===== src/rtl/alu_muldiv_seq.sv =====
// Multi-cycle MULT/MULTU/DIV/DIVU unit with HI/LO registers, 1 bit per cycle.
// Optional MULDIV_FAST_MUL_EN: single-cycle multiply, division stays iterative.
module alu_muldiv_seq #(
    parameter int WIDTH = 32
) (
    input  logic             clk_i,
    input  logic             rst_i,
    input  logic             start_i,
    input  logic [2:0]       op_i,
    input  logic [WIDTH-1:0] src_x_i,
    input  logic [WIDTH-1:0] src_y_i,
    input  logic             flush_i,
    output logic             busy_o,
    output logic             done_o,
    output logic [WIDTH-1:0] hi_o,
    output logic [WIDTH-1:0] lo_o
);

    localparam int CW = $clog2(WIDTH);

    localparam logic [2:0] OP_MULT = 3'd0;
    localparam logic [2:0] OP_DIV  = 3'd2;
    localparam logic [2:0] OP_MTHI = 3'd4;
    localparam logic [2:0] OP_MTLO = 3'd5;

    typedef enum logic [1:0] {S_IDLE, S_RUN, S_FIN} state_t;

    state_t           state_q, state_d;
    logic [CW-1:0]    cnt_q, cnt_d;
    logic [WIDTH-1:0] acc_q, acc_d;     // upper product half / partial remainder
    logic [WIDTH-1:0] mq_q, mq_d;       // multiplier / dividend shifting into quotient
    logic [WIDTH-1:0] opnd_q, opnd_d;   // multiplicand / divisor magnitude
    logic             div_q, div_d;
    logic             neg_q, neg_d;
    logic             rneg_q, rneg_d;
    logic             dz_q, dz_d;
    logic [WIDTH-1:0] hi_q, hi_d;
    logic [WIDTH-1:0] lo_q, lo_d;
    logic             done_q, done_d;

    logic             signed_op, x_neg, y_neg, accept;
    logic [WIDTH-1:0] abs_x, abs_y;
    logic [WIDTH:0]   mul_sum, div_shift, div_diff;
    logic             div_ok;
    logic [WIDTH-1:0] acc_it, mq_it;
    logic [2*WIDTH-1:0] prod_it, prod_fix;
    logic [WIDTH-1:0] quot_fix, rem_fix;

`ifdef MULDIV_FAST_MUL_EN
    logic [2*WIDTH-1:0] ext_x, ext_y, fast_prod;
    // Sign-extending to 2*WIDTH makes the modular unsigned product equal the signed one
    always_comb begin
        ext_x     = {{WIDTH{x_neg}}, src_x_i};
        ext_y     = {{WIDTH{y_neg}}, src_y_i};
        fast_prod = ext_x * ext_y;
    end
`endif

    always_comb begin
        signed_op = (op_i == OP_MULT) || (op_i == OP_DIV);
        x_neg     = signed_op && src_x_i[WIDTH-1];
        y_neg     = signed_op && src_y_i[WIDTH-1];
        abs_x     = x_neg ? -src_x_i : src_x_i;
        abs_y     = y_neg ? -src_y_i : src_y_i;
        accept    = start_i && (state_q != S_RUN);

        mul_sum   = {1'b0, acc_q} + (mq_q[0] ? {1'b0, opnd_q} : {(WIDTH+1){1'b0}});
        div_shift = {acc_q, mq_q[WIDTH-1]};
        div_diff  = div_shift - {1'b0, opnd_q};
        div_ok    = ~div_diff[WIDTH];

        if (div_q) begin
            acc_it = div_ok ? div_diff[WIDTH-1:0] : div_shift[WIDTH-1:0];
            mq_it  = {mq_q[WIDTH-2:0], div_ok};
        end else begin
            acc_it = mul_sum[WIDTH:1];
            mq_it  = {mul_sum[0], mq_q[WIDTH-1:1]};
        end

        prod_it  = {acc_it, mq_it};
        prod_fix = neg_q ? -prod_it : prod_it;
        quot_fix = dz_q ? {WIDTH{1'b1}} : (neg_q ? -mq_it : mq_it);
        rem_fix  = rneg_q ? -acc_it : acc_it;
    end

    always_comb begin
        state_d = state_q;
        cnt_d   = cnt_q;
        acc_d   = acc_q;
        mq_d    = mq_q;
        opnd_d  = opnd_q;
        div_d   = div_q;
        neg_d   = neg_q;
        rneg_d  = rneg_q;
        dz_d    = dz_q;
        hi_d    = hi_q;
        lo_d    = lo_q;
        done_d  = 1'b0;

        if (flush_i) begin
            state_d = S_IDLE;
        end else begin
            case (state_q)
                S_RUN: begin
                    acc_d = acc_it;
                    mq_d  = mq_it;
                    cnt_d = cnt_q + CW'(1);
                    if (cnt_q == CW'(WIDTH-1)) begin
                        state_d = S_FIN;
                        done_d  = 1'b1;
                        if (div_q) begin
                            hi_d = rem_fix;
                            lo_d = quot_fix;
                        end else begin
                            hi_d = prod_fix[2*WIDTH-1:WIDTH];
                            lo_d = prod_fix[WIDTH-1:0];
                        end
                    end
                end
                default: begin
                    state_d = S_IDLE;
                    if (accept) begin
                        if (op_i == OP_MTHI) begin
                            hi_d   = src_x_i;
                            done_d = 1'b1;
                        end else if (op_i == OP_MTLO) begin
                            lo_d   = src_x_i;
                            done_d = 1'b1;
                        end else if (!op_i[2]) begin
`ifdef MULDIV_FAST_MUL_EN
                            if (!op_i[1]) begin
                                hi_d   = fast_prod[2*WIDTH-1:WIDTH];
                                lo_d   = fast_prod[WIDTH-1:0];
                                done_d = 1'b1;
                            end else begin
`else
                            begin
`endif
                                state_d = S_RUN;
                                cnt_d   = '0;
                                acc_d   = '0;
                                div_d   = op_i[1];
                                mq_d    = op_i[1] ? abs_x : abs_y;
                                opnd_d  = op_i[1] ? abs_y : abs_x;
                                neg_d   = x_neg ^ y_neg;
                                rneg_d  = x_neg;
                                dz_d    = op_i[1] && (src_y_i == '0);
                            end
                        end
                    end
                end
            endcase
        end
    end

    always_ff @(posedge clk_i) begin
        if (rst_i) begin
            state_q <= S_IDLE;
            cnt_q   <= '0;
            acc_q   <= '0;
            mq_q    <= '0;
            opnd_q  <= '0;
            div_q   <= 1'b0;
            neg_q   <= 1'b0;
            rneg_q  <= 1'b0;
            dz_q    <= 1'b0;
            hi_q    <= '0;
            lo_q    <= '0;
            done_q  <= 1'b0;
        end else begin
            state_q <= state_d;
            cnt_q   <= cnt_d;
            acc_q   <= acc_d;
            mq_q    <= mq_d;
            opnd_q  <= opnd_d;
            div_q   <= div_d;
            neg_q   <= neg_d;
            rneg_q  <= rneg_d;
            dz_q    <= dz_d;
            hi_q    <= hi_d;
            lo_q    <= lo_d;
            done_q  <= done_d;
        end
    end

    assign busy_o = (state_q == S_RUN);
    assign done_o = done_q;
    assign hi_o   = hi_q;
    assign lo_o   = lo_q;

endmodule


===== config.mk =====
export PLATFORM = sky130hd
export DESIGN_NAME = alu_muldiv_seq
export DESIGN_NICKNAME = d
export VERILOG_FILES = /design/src/rtl/alu_muldiv_seq.sv
export SDC_FILE = /design/constraint.sdc
export NUM_CORES = 1
export LEC_CHECK = 0
export ABC_CLOCK_PERIOD_IN_PS = 5550
export CAP_MARGIN = 10
export CORE_ASPECT_RATIO = 0.8
export CORE_MARGIN = 5
export CORE_UTILIZATION = 54
export DETAILED_ROUTE_END_ITERATION = 6
export PLACE_DENSITY = 0.76
export SLEW_MARGIN = 10
export SYNTH_ARGS = -nofsm -noshare
export SYNTH_HDL_FRONTEND = slang
export SYNTH_SLANG_ARGS = --single-unit

===== constraint.sdc =====
create_clock -name clk_i -period 5.55 [get_ports clk_i]
set_input_delay 0.555 -clock clk_i [delete_from_list [all_inputs] [get_ports clk_i]]
set_output_delay 0.555 -clock clk_i [all_outputs]
set_load 0.02 [all_outputs]

==> metrics.md <==
| Metric | Value |
|---|---|
| Drt drc | `0` |
| CP Launch Type | `register` |
| FP Rows | `55` |
| Post-Layout Cell Count | `2687` |
| Synth top cells by count | `274 x nand2_1, 245 x nor2_1, 184 x a21oi_1` |
| GP Congestion | `1.052` |
| Share of layout cells above drive strength 1 | `8.459%` |
| Critical Path End Type | `register` |
| Mapped Avg Cell Area | `7.088 sq um` |
| Maximum single-stage delay on the critical path | `500 ps` |
| Post-route clock period utilization | `95.91%` |
| P_leak | `7.118 nW` |
| CP max FO | `5` |
| Max Cap Viol | `0` |
| Worst slew pin tran | `1175 ps` |
| Post-DP Area | `17570 sq um` |
| Synth cell types | `96` |
| DR WL met3 | `10220 microns` |
| Top cell type's share of synthesized area | `22.13%` |
| Total track usage | `39.87%` |
| Combinational group share of total power | `31.9%` |
| Initial Util | `54.87%` |
| Wire length of the first global-routing pass | `99040 microns` |
| Clk pwr share | `33.8%` |
| Max Slew Vio Count | `0` |
| Pwr/cell area | `210.3 nW/um^2` |
| Setup Skew | `24.87 ps` |
| Initial antenna violation count | `2` |
| Worst R2R Path Depth | `24` |
| Worst setup margin | `227.0 ps` |
| Syn. warnings | `0` |
| Post-synthesis cell count | `2195` |
| Post-layout util | `64.41%` |
| # port buffers | `136` |
| Hold_buf cts | `0` |
| Fin area | `18260 sq um` |
| WP data arrival | `5710 ps` |
| DR vias | `18060` |
| Endpoints failing setup | `0` |
| Top-count cell post-synth | `nand2_1` |
| Part of the Yosys area used for sequential elements | `22.13%` |
| Die H | `161.8 microns` |
| Layout net count | `2447` |
| Global route total overflow | `0` |
| Syn-to-layout area delta | `17.38%` |
| DRT Wirelength | `67600 microns` |
| Cell internal pwr | `2.372 mW` |
| HP Start | `opnd_q[25]$_SDFFE_PP0P_` |
| Final setup TNS | `0 ps` |
| FF-to-FF setup slack | `230 ps` |
| Sw Pwr | `1.468 mW` |
| Skew-Pair Late Insertion Delay | `470 ps` |
| Net Count, Synth | `2338` |
| Hold slack | `467.3 ps` |
| Routed WL per cell | `25.16 microns` |
| Fraction of registers with async set/reset | `0%` |
| R2R Path Start | `mq_q[31]$_SDFFE_PP0P_` |
| CP required | `5930 ps` |
| Largest cells by area after synthesis | `dfxtp_1 22%, nand2_1 6.6%, a21oi_1 5.9%` |
| Die width | `199.8 microns` |
| Post-synth EDFFs | `0` |
| Sequential share of power | `34.3%` |
| Synthesized cell area | `15560 sq um` |
| Top Ports | `137` |
| Max_slew headroom | `21.11%` |
| Predominant post-synthesis flop cell | `dfxtp_1` |
| Sw Ratio | `38.23%` |
| Min-delay worst type | `register to register` |
| Largest net degree at the start of global routing | `93` |
| Vias in the first global route | `16230` |
| Clock transition at the registers of the reported paths | `80 ps` |
| Core box area | `28350 sq um` |
| CTS root buffer | `clkbuf_16` |
| Yosys top cell by area | `dfxtp_1` |
| Hold Path Cell Cnt | `2` |
| Die area | `32330 sq um` |
| Worst Hold End | `opnd_q[25]$_SDFFE_PP0P_` |
| Met2 WL | `26540 microns` |
| Clock Sinks | `172` |
| Routed vias/inst | `6.722` |
| Final antenna-violating net count | `0` |
| Crit Path Category | `register to register` |
| CTS Buffer Depth | `2` |
| CTS tree | `yes` |
| Num CTS Buffers | `17` |
| Post-DP HPWL | `51890 microns` |
| First-pass iteration count of the detailed router | `7` |
| Slowest stage cell, crit path | `or4_1` |
| M1 WL | `28590 microns` |
| H-tree levels | `4` |
| Final min period | `5323 ps` |
| Status | `finished, final reports clean` |
| Post-Place Setup Slack | `142.9 ps` |
| Final hold viol count | `0` |
| FMAX | `187.9 MHz` |
| First DRT Iteration DRCs | `2350` |
| Yosys reg bits | `172` |
| Top routing layer in use | `met5` |
| Total power | `3.840 mW` |
| # diodes | `0` |
| CP cell instances | `inv_1, ha_1, inv_1, fa_2, a211oi_4, nor4_4, o21ai_4, a2111oi_4, nor3_1, a211oi_2, ha_2, o21ai_0, or4_1, or4_1, or2_2, nor2_2, buf_4, nand2_1, nand2_2, o21ai_0, xor2_1, a211oi_2, a21oi_1, nor2_1` |
| Placed Instances | `2654` |
| VDD IR-drop max | `0.2173 mV` |
| Reg2reg end | `hi_o[2]$_SDFFE_PP0P_` |
[area by class of cell]
class / instances / area [sq um]
clock inverters: 15 / 193.9
inverters: 72 / 270.3
clock buffers: 17 / 425.4
repair buffers: 232 / 2087
fillers: 2595 / 10090
flip-flops and latches: 172 / 3447
multi-input cells: 1809 / 11370
well taps: 370 / 462.9
[layer usage]
layer,track usage [%],vias to the layer above
met5,0,-
met4,11.42,2
met3,15.12,148
met2,54.71,1248
met1,57.84,8492
li1,-,8172
[what timing repair did]
item                                    in CTS  in global routing
endpoints found under the setup margin       0                 15
hold endpoints to repair                     0                  0
setup buffers                                0                  1
gates resized for setup                      0                 15
[power by group through the flow]
| stage | sequential [mW] | clock, mW | combinational, mW |
|---|---|---|---|
| after floorplan | 1.33 | 0 | 0.701 |
| after global placement | 1.34 | 0 | 1.15 |
| after detailed placement | 1.34 | 0 | 1.16 |
| after CTS | 1.31 | 1.29 | 1.17 |
| after global routing | 1.32 | 1.34 | 1.29 |
| final | 1.32 | 1.30 | 1.23 |
[critical path: cells and delay by family (launching register included)]
kind | cells | cell delay (ps)
compound gates | 8 | 1470
xor+xnor | 1 | 190
fa+ha+maj | 3 | 700
buf+inv | 3 | 270
flops | 1 | 340
simple gates | 9 | 2280
[worst max path at each step]
stage / from / to / slack [ps] / cells after the start
floorplan: div_q$_SDFFE_PP0P_ / hi_o[26]$_SDFFE_PP0P_ / 20 / 20
global placement: mq_q[31]$_SDFFE_PP0P_ / hi_o[26]$_SDFFE_PP0P_ / 220 / 22
detailed placement: opnd_q[9]$_SDFFE_PP0P_ / hi_o[26]$_SDFFE_PP0P_ / 140 / 20
CTS: opnd_q[9]$_SDFFE_PP0P_ / hi_o[26]$_SDFFE_PP0P_ / 90 / 20
global route: mq_q[31]$_SDFFE_PP0P_ / hi_o[2]$_SDFFE_PP0P_ / -70 / 24
finish: mq_q[31]$_SDFFE_PP0P_ / hi_o[2]$_SDFFE_PP0P_ / 230 / 24
[registers in the layout, summed over array words and instances, names as in the netlist]
signal / flops
acc_q: 32
cnt_q: 5
div_q: 1
done_o: 1
dz_q: 1
hi_o: 32
lo_o: 32
mq_q: 32
neg_q: 1
opnd_q: 32
rneg_q: 1
state_q: 2
[layout by cell type, fill, tap and decap left out, types with 54 or more instances in the layout]
cell	Yosys	layout
a21oi_1	184	182
nor2_1	245	242
inv_1	71	70
buf_4	1	96
dfxtp_1	172	171
o21ai_0	174	174
ha_1	70	66
nand2_1	274	272
o211ai_1	73	73
nor3_1	56	56
xor2_1	73	73
xnor2_1	82	82
a31oi_1	54	54
clkdlybuf4s50_1	0	134
[kinds of logic (layout without fill, tap and decap cells)]
kind of cell | after synthesis | after routing | synth area share, %
and+or+nand+nor | 805 | 805 | 24.18
AOI/OAI and AO/OA | 727 | 727 | 30.47
buffers and inverters | 214 | 336 | 5.356
DFF | 172 | 172 | 22.13
xor gates and xnor gates | 155 | 155 | 8.726
adders and majority gates | 72 | 72 | 5.887
muxes | 50 | 50 | 3.241
No activity file was read; power rests on OpenSTA's default activity.
